`config.mk`:
```
export PLATFORM = sky130hd
export DESIGN_NAME = mulacc_multi
export DESIGN_NICKNAME = d
export VERILOG_FILES = /design/src/rtl/mulacc_multi.sv
export SDC_FILE = /design/constraint.sdc
export NUM_CORES = 1
export LEC_CHECK = 0
export BUFFER_PORTS_ARGS = -buffer_cell sky130_fd_sc_hd__buf_2
export CAP_MARGIN = 40
export CORE_MARGIN = 2
export CORE_UTILIZATION = 40
export CTS_CLUSTER_DIAMETER = 40
export DETAILED_ROUTE_END_ITERATION = 10
export GPL_TIMING_DRIVEN = 0
export PLACE_DENSITY = 0.55
export SETUP_SLACK_MARGIN = 0.15
export SYNTH_ARGS = -nofsm -noshare
export SYNTH_HDL_FRONTEND = slang
export SYNTH_SLANG_ARGS = --single-unit
```
`constraint.sdc`:
```
create_clock -name clk -period 7.1 [get_ports clk]
set_input_delay 1.775 -clock clk [delete_from_list [all_inputs] [get_ports clk]]
set_output_delay 1.775 -clock clk [all_outputs]
set_load 0.01 [all_outputs]
```
`src/rtl/mulacc_multi.sv`:
```
// Multi-channel multiply/add/load/read accumulator with sticky per-channel overflow.
// One command at a time: IDLE -> CALC -> OUT, results handed off over valid/ready.

module mulacc_multi_lane #(
  parameter int WIDTH = 8,
  parameter int INIT  = 1
) (
  input  logic             clk,
  input  logic             reset_n,
  input  logic             wr_en_i,
  input  logic [WIDTH-1:0] wr_data_i,
  input  logic             ovf_d_i,
  output logic [WIDTH-1:0] acc_o,
  output logic             ovf_o
);
  logic [WIDTH-1:0] acc_q;
  logic             ovf_q;

  always_ff @(posedge clk) begin
    if (!reset_n) begin
      acc_q <= WIDTH'(INIT);
      ovf_q <= 1'b0;
    end else if (wr_en_i) begin
      acc_q <= wr_data_i;
      ovf_q <= ovf_d_i;
    end
  end

  assign acc_o = acc_q;
  assign ovf_o = ovf_q;
endmodule

module mulacc_multi #(
  parameter int WIDTH = 8,
  parameter int NCH   = 4,
  parameter int INIT  = 1,
  localparam int CH_W = (NCH > 1) ? $clog2(NCH) : 1
) (
  input  logic             clk,
  input  logic             reset_n,
  input  logic             in_valid,
  output logic             in_ready,
  input  logic [CH_W-1:0]  in_ch,
  input  logic [1:0]       in_op,
  input  logic [WIDTH-1:0] in_x,
  output logic             out_valid,
  input  logic             out_ready,
  output logic [CH_W-1:0]  out_ch,
  output logic [WIDTH-1:0] out_data,
  output logic             out_ovf,
  output logic             out_err,
  output logic [NCH-1:0]   ovf_flags
);
  localparam logic [1:0] OP_MUL  = 2'b00;
  localparam logic [1:0] OP_ADD  = 2'b01;
  localparam logic [1:0] OP_LOAD = 2'b10;
  localparam logic [1:0] OP_READ = 2'b11;
  localparam logic [CH_W:0] NCH_V = (CH_W+1)'(NCH);

  typedef enum logic [1:0] {S_IDLE, S_CALC, S_OUT} state_t;

  state_t               state_q;
  logic [CH_W-1:0]      ch_q;
  logic [1:0]           op_q;
  logic [WIDTH-1:0]     x_q;
  logic [2*WIDTH-1:0]   res_q, res_d;
  logic                 out_valid_q, out_ovf_q, out_err_q;
  logic [CH_W-1:0]      out_ch_q;
  logic [WIDTH-1:0]     out_data_q;

  logic [NCH-1:0][WIDTH-1:0] acc;
  logic [NCH-1:0]            ovf;
  logic [NCH-1:0]            wr_en;
  logic [WIDTH-1:0]          acc_sel;
  logic                      ovf_sel, ovf_res, ch_ok, wb;

  assign ch_ok = {1'b0, ch_q} < NCH_V;

  always_comb begin
    acc_sel = '0;
    ovf_sel = 1'b0;
    if (ch_ok) begin
      acc_sel = acc[ch_q];
      ovf_sel = ovf[ch_q];
    end
  end

  always_comb begin
    res_d = '0;
    case (op_q)
      OP_MUL:  res_d = {{WIDTH{1'b0}}, acc_sel} * {{WIDTH{1'b0}}, x_q};
      OP_ADD:  res_d = {{WIDTH{1'b0}}, acc_sel} + {{WIDTH{1'b0}}, x_q};
      OP_LOAD: res_d = {{WIDTH{1'b0}}, x_q};
      default: res_d = {{WIDTH{1'b0}}, acc_sel};
    endcase
  end

  // New sticky flag for the target channel; LOAD is the only way to clear it short of reset.
  always_comb begin
    ovf_res = ovf_sel | (|res_q[2*WIDTH-1:WIDTH]);
    if (op_q == OP_LOAD) ovf_res = 1'b0;
    else if (op_q == OP_READ) ovf_res = ovf_sel;
  end

  // Writeback happens only on the first cycle of OUT, before out_valid rises.
  assign wb = (state_q == S_OUT) && !out_valid_q && ch_ok && (op_q != OP_READ);

  for (genvar i = 0; i < NCH; i++) begin : g_lane
    assign wr_en[i] = wb && (ch_q == CH_W'(i));
    mulacc_multi_lane #(.WIDTH(WIDTH), .INIT(INIT)) u_lane (
      .clk       (clk),
      .reset_n   (reset_n),
      .wr_en_i   (wr_en[i]),
      .wr_data_i (res_q[WIDTH-1:0]),
      .ovf_d_i   (ovf_res),
      .acc_o     (acc[i]),
      .ovf_o     (ovf[i])
    );
  end

  always_ff @(posedge clk) begin
    if (!reset_n) begin
      state_q     <= S_IDLE;
      ch_q        <= '0;
      op_q        <= OP_MUL;
      x_q         <= '0;
      res_q       <= '0;
      out_valid_q <= 1'b0;
      out_ch_q    <= '0;
      out_data_q  <= '0;
      out_ovf_q   <= 1'b0;
      out_err_q   <= 1'b0;
    end else begin
      case (state_q)
        S_IDLE: if (in_valid) begin
          ch_q    <= in_ch;
          op_q    <= in_op;
          x_q     <= in_x;
          state_q <= S_CALC;
        end
        S_CALC: begin
          res_q   <= res_d;
          state_q <= S_OUT;
        end
        S_OUT: begin
          if (!out_valid_q) begin
            out_valid_q <= 1'b1;
            out_ch_q    <= ch_q;
            out_data_q  <= ch_ok ? res_q[WIDTH-1:0] : '0;
            out_ovf_q   <= ch_ok & ovf_res;
            out_err_q   <= !ch_ok;
          end else if (out_ready) begin
            out_valid_q <= 1'b0;
            state_q     <= S_IDLE;
          end
        end
        default: state_q <= S_IDLE;
      endcase
    end
  end

  assign in_ready  = reset_n && (state_q == S_IDLE);
  assign out_valid = out_valid_q;
  assign out_ch    = out_ch_q;
  assign out_data  = out_data_q;
  assign out_ovf   = out_ovf_q;
  assign out_err   = out_err_q;
  assign ovf_flags = ovf;
endmodule
```
* After elaboration in Yosys (flattened, before gate mapping)
Index checks and enable logic that the tools add are counted.
** Cells by class
- Mux-type cells :: 13
- Magnitude comparators :: 1
- Bitwise logic cells :: 2
- $mul :: 1
- Reductions and logical operators :: 15
- Equality and inequality tests :: 12
- Add/subtract/negate cells :: 1
** Operators with widths (number)
- 16-bit case mux with 3 select lines :: 1
- 8-bit binary-select mux with 2-bit select :: 1
- 8-bit by 8-bit multiplier with 16-bit output :: 1
- 2-bit == test, second input constant :: 5
- 8-bit by 8-bit adder with 9-bit output :: 1
- 8-bit 2-to-1 mux :: 1
- 2-bit inequality test, second input constant :: 4
- 8-bit OR reduction :: 1
- 1-bit logical AND :: 7
- 2-bit by 1-bit == test with 1-bit output, second input constant :: 3
- 2-bit zero test :: 3
- 2-bit 2-to-1 mux :: 3
- 2-bit case mux with 3 select lines :: 1
- 1-bit 2-to-1 mux :: 5
- 2-bit AND reduction :: 2
- 2-bit by 3-bit less-than comparator with 1-bit output, second input constant :: 1
- 3-bit AND reduction :: 1
- 1-bit binary-select mux with 2-bit select :: 1
- 1-bit zero test :: 1
- 1-bit NOT :: 1
- 1-bit bitwise OR :: 1
** Storage, ports and cells
- Register bits :: 78
- Output and inout bits :: 18

* Longest topological paths before layout
- Depth in word-level cells :: 5
- Mapped depth :: 18
- Gate-level depth less buffers :: 16

* By module
Synthesis repeated with hierarchy kept, for this count alone.
** Unflattened totals
- Cells, all modules :: 603
- Area, all modules :: 5746.8 um2
** By module, submodules not included
- mulacc_multi :: instances 1, area an instance 4405.5 um2, cells each 491, seq. area each 840.8 um2
- mulacc_multi_lane :: instances 4, area an instance 335.3 um2, cells each 28, seq. area each 180.2 um2

* Worst setup path after synthesis
OpenSTA, ideal clock, no wires.
- Path kind :: reg2reg
- From :: reg ch_q[0]
- To :: reg res_q[15]
- Period minus slack after synthesis :: 5.227 ns
- Arrival time :: 5.166 ns
- Setup slack :: 1.873 ns
- Cell stages (with the launch flop) :: 17
- Buffers on the path :: 2
- Setup time :: 0.062 ns
- Data required time :: 7.038 ns
- Path through :: dfxtp_1 buf_6 buf_2 mux4_2 ha_1 fa_1 fa_1 fa_1 inv_1 fa_1 inv_1 ha_1 and3_1 a221o_1 a31o_1 a311o_1 nand3_1
** Between the ends
- Longest elaborated chain between the ends :: 4
** Ends and longest elaborated chain
- start: declaration :: line 63 : logic [CH_W-1:0] ch_q;
- start signal: assignment :: line 136 : ch_q <= in_ch;
- 8-bit binary-select mux with 2-bit select :: line 83 : acc_sel = acc[ch_q];
- 8-bit 2-to-1 mux (implied by the code) :: line 83
- 8-bit by 8-bit multiplier with 16-bit output :: line 91 : OP_MUL: res_d = {{WIDTH{1'b0}}, acc_sel} * {{WIDTH{1'b0}}, x_q};
- 16-bit case mux with 3 select lines :: line 90 : case (op_q)
- end signal: assignment :: line 142 : res_q <= res_d;
- end: declaration :: line 66 : logic [2*WIDTH-1:0] res_q, res_d;
No other way between the ends. The select of a mux whose other input is x is not followed.
A chain may end at the register's enable or synchronous reset.

* Final worst setup path
Same ends and word-level chain as after synthesis.

==> impl_metrics.tcl <==
set metrics [dict create \
    via_count 4452 \
    yosys-top-cells-area "dfxtp_1 27%, fa_1 13%, ha_1 9.6%" \
    cts_buffers 9 \
    ctsLongestPathBuffers 2 \
    maxCapViolations 0 \
    grt_max_degree 13 \
    synth_area_leader_cell "dfxtp_1" \
    setup_viol 0 \
    hold_path.class "flop to flop" \
    cp.arrival_ns 5.97 \
    area_growth_pct 11.5 \
    die_h_microns 124 \
    route.detailed.drc 0 \
    p_per_area_nw_per_um2 160 \
    ys_seq_area_frac 0.272 \
    slowest_delay_ns 0.70 \
    utilization 0.459 \
    finalCritPeriodShare 0.803 \
    clkTransAtPathRegs_ns 0.06 \
    track_usage 0.205 \
    synth_commonest_cells "78 x dfxtp_1, 60 x nand2_1, 54 x inv_1" \
    maxSlewHeadroom 0.584 \
    dpl.hpwl_microns 10900 \
    antennaDiodeCount 0 \
    yosysMostFrequentCell "dfxtp_1" \
    run_status "completed" \
    yosysTopAreaCellShare 0.272 \
    postRouteAntennaNets 0 \
    endpoint_kind "flop" \
    io_pins 34 \
    p_leak_nw 3.04 \
    io_buffers 32 \
    hold_buffers 0 \
    cts_resized 0 \
    fin_nets 756 \
    grt_overflow 0 \
    drt-total-wl_microns 14500 \
    grt_pass1_vias 4493 \
    path_cells "buf_6 > buf_2 > mux4_2 > ha_1 > fa_1 > fa_1 > fa_1 > inv_1 > fa_1 > inv_1 > ha_1 > and3_1 > a221o_1 > a31o_1 > a311o_1 > nand3_1" \
    tightest_slew_ns 0.623 \
    cts_tree "built" \
    row_count 43 \
    synth_nets 713 \
    ys_types 50 \
    hold_viol 0 \
    slew_viol_final 0 \
    setup_tns_ns 0 \
    rsz0062_at_grt "false" \
    synth-async-reset-ratio 0 \
    synth_warnings 0 \
    cpMaxStageDelayCell "mux4_2" \
    root_buffer "clkbuf_16" \
    ys.flop_type "dfxtp_1" \
    gp_congestion 0.892 \
    dr.pass1.iters 4 \
    syn_inst 616 \
    layout_setup_ws_ns 1.40 \
    clock_sinks 78 \
    htree_levels 3 \
    max_freq_mhz 175 \
    avgSynthCellArea_sq_um 9.31 \
    critPathMaxFanout 10 \
    synth_edf_count 0 \
    die_area_sq_um 15300 \
    syn_area_sq_um 5730 \
    crit_path_frequent_cell "fa_1" \
    worstSetupPathType "flop to flop" \
    grt_pass1_wl_microns 23800 \
    synth-seq-cells 78 \
    pre_cts_ws_ns 1.39 \
    clock_latency_ns 0.33 \
    dr.first_iter.drc_count 194 \
    drive_gt1_frac 0.112 \
    grt_antenna_before_repair 0 \
    ir_drop_mv 0.111 \
    core-area_sq_um 13900 \
    postCtsSetupBuffers 0 \
    fin_crit_ns 5.70 \
    finalClockSkew_ns 0.00648 \
    routed_via_density 5.28 \
    total_power_w 0.00102 \
    worstPathRequired_ns 7.38 \
    start_kind "flop" \
    die_w_microns 124 \
    wl_per_cell_microns 17.2 \
    initial_core_util 0.412 \
]
[flip-flops by register name, summed over array words and instances (netlist names)]
register             cells
out_data                 8
x_q                      8
ch_q                     2
res_q                   16
g_lane.u_lane.ovf_o      4
g_lane.u_lane.acc_o     32
state_q                  2
out_ch                   2
op_q                     2
out_valid                1
out_ovf                  1
[worst max-delay path: cells and delay by family (launching register included)]
kind	cells	cell delay [ns]
muxes	1	0.70
adders and majority gates	6	2.76
and+or+nand+nor	2	0.27
DFF	1	0.32
buffers and inverters	4	0.53
AOI/OAI and AO/OA	3	1.02
[placed cells by master (no fill, tap or decap), types with 5 or more instances in the layout]
cell type and n:
a211oi_1 7, a21boi_0 13, a21o_1 9, a21oi_1 11, and2_1 50, buf_2 41, buf_4 5, clkbuf_1 15
clkbuf_16 9, dfxtp_1 78, fa_1 37, ha_1 44, inv_1 54, mux2i_1 48, mux4_2 10, nand2_1 60
nand3_1 12, nor2_1 21, nor2b_1 42, nor3_1 10, o21ai_0 24
[power breakdown]
part           switching [W]  internal, W
logic              0.0000709    0.0000481
registers          0.0000192     0.000449
clock network       0.000180     0.000253
total               0.000270     0.000750
[routing by layer]
layer  track usage  wire length (microns)  vias up
li1              -                      -     2165
met1         0.258                   6660     2210
met2         0.355                   7240       60
met3        0.0275                    372       17
met4        0.0788                    226        0
met5             0                      0        -
[stage by stage]
step                std cells  hold WS (ns)  cell area, sq um
finish                    843         0.451              6400
floorplan                 616         0.416              5730
global placement          828         0.434              6120
detailed placement        828         0.441              6120
global route              843         0.479              6400
CTS                       843         0.455              6400
[layout make-up]
cell class | count | area [sq um]
Fill cell | 1358 | 7540
Multi-Input combinational cell | 453 | 3820
Clock buffer | 12 | 256
Clock inverter | 3 | 20.0
Tap cell | 180 | 225
Inverter | 54 | 203
Timing Repair Buffer | 32 | 160
Sequential cell | 78 | 1560
Buffer | 31 | 154
[final timing paths]
| kind | from | to | slack (ns) | cells after the start |
|---|---|---|---|---|
| max | ch_q[0] | res_q[15] | 1.40 | 16 |
| min | res_q[13] | res_q[13] | 0.45 | 2 |
| min reg2reg | res_q[13] | res_q[13] | 0.45 | 2 |
| max reg2reg | ch_q[0] | res_q[15] | 1.40 | 16 |
[kinds of logic after synthesis]
kind of cell | Yosys count | share of synthesized area
buf+inv | 85 | 0.0622
other cells | 1 | 0.000654
flops | 78 | 0.272
mux | 58 | 0.123
simple gates | 218 | 0.202
fa+ha+maj | 81 | 0.225
compound gates | 87 | 0.102
xor+xnor | 8 | 0.0122
Power figures use the tool's default switching activity.
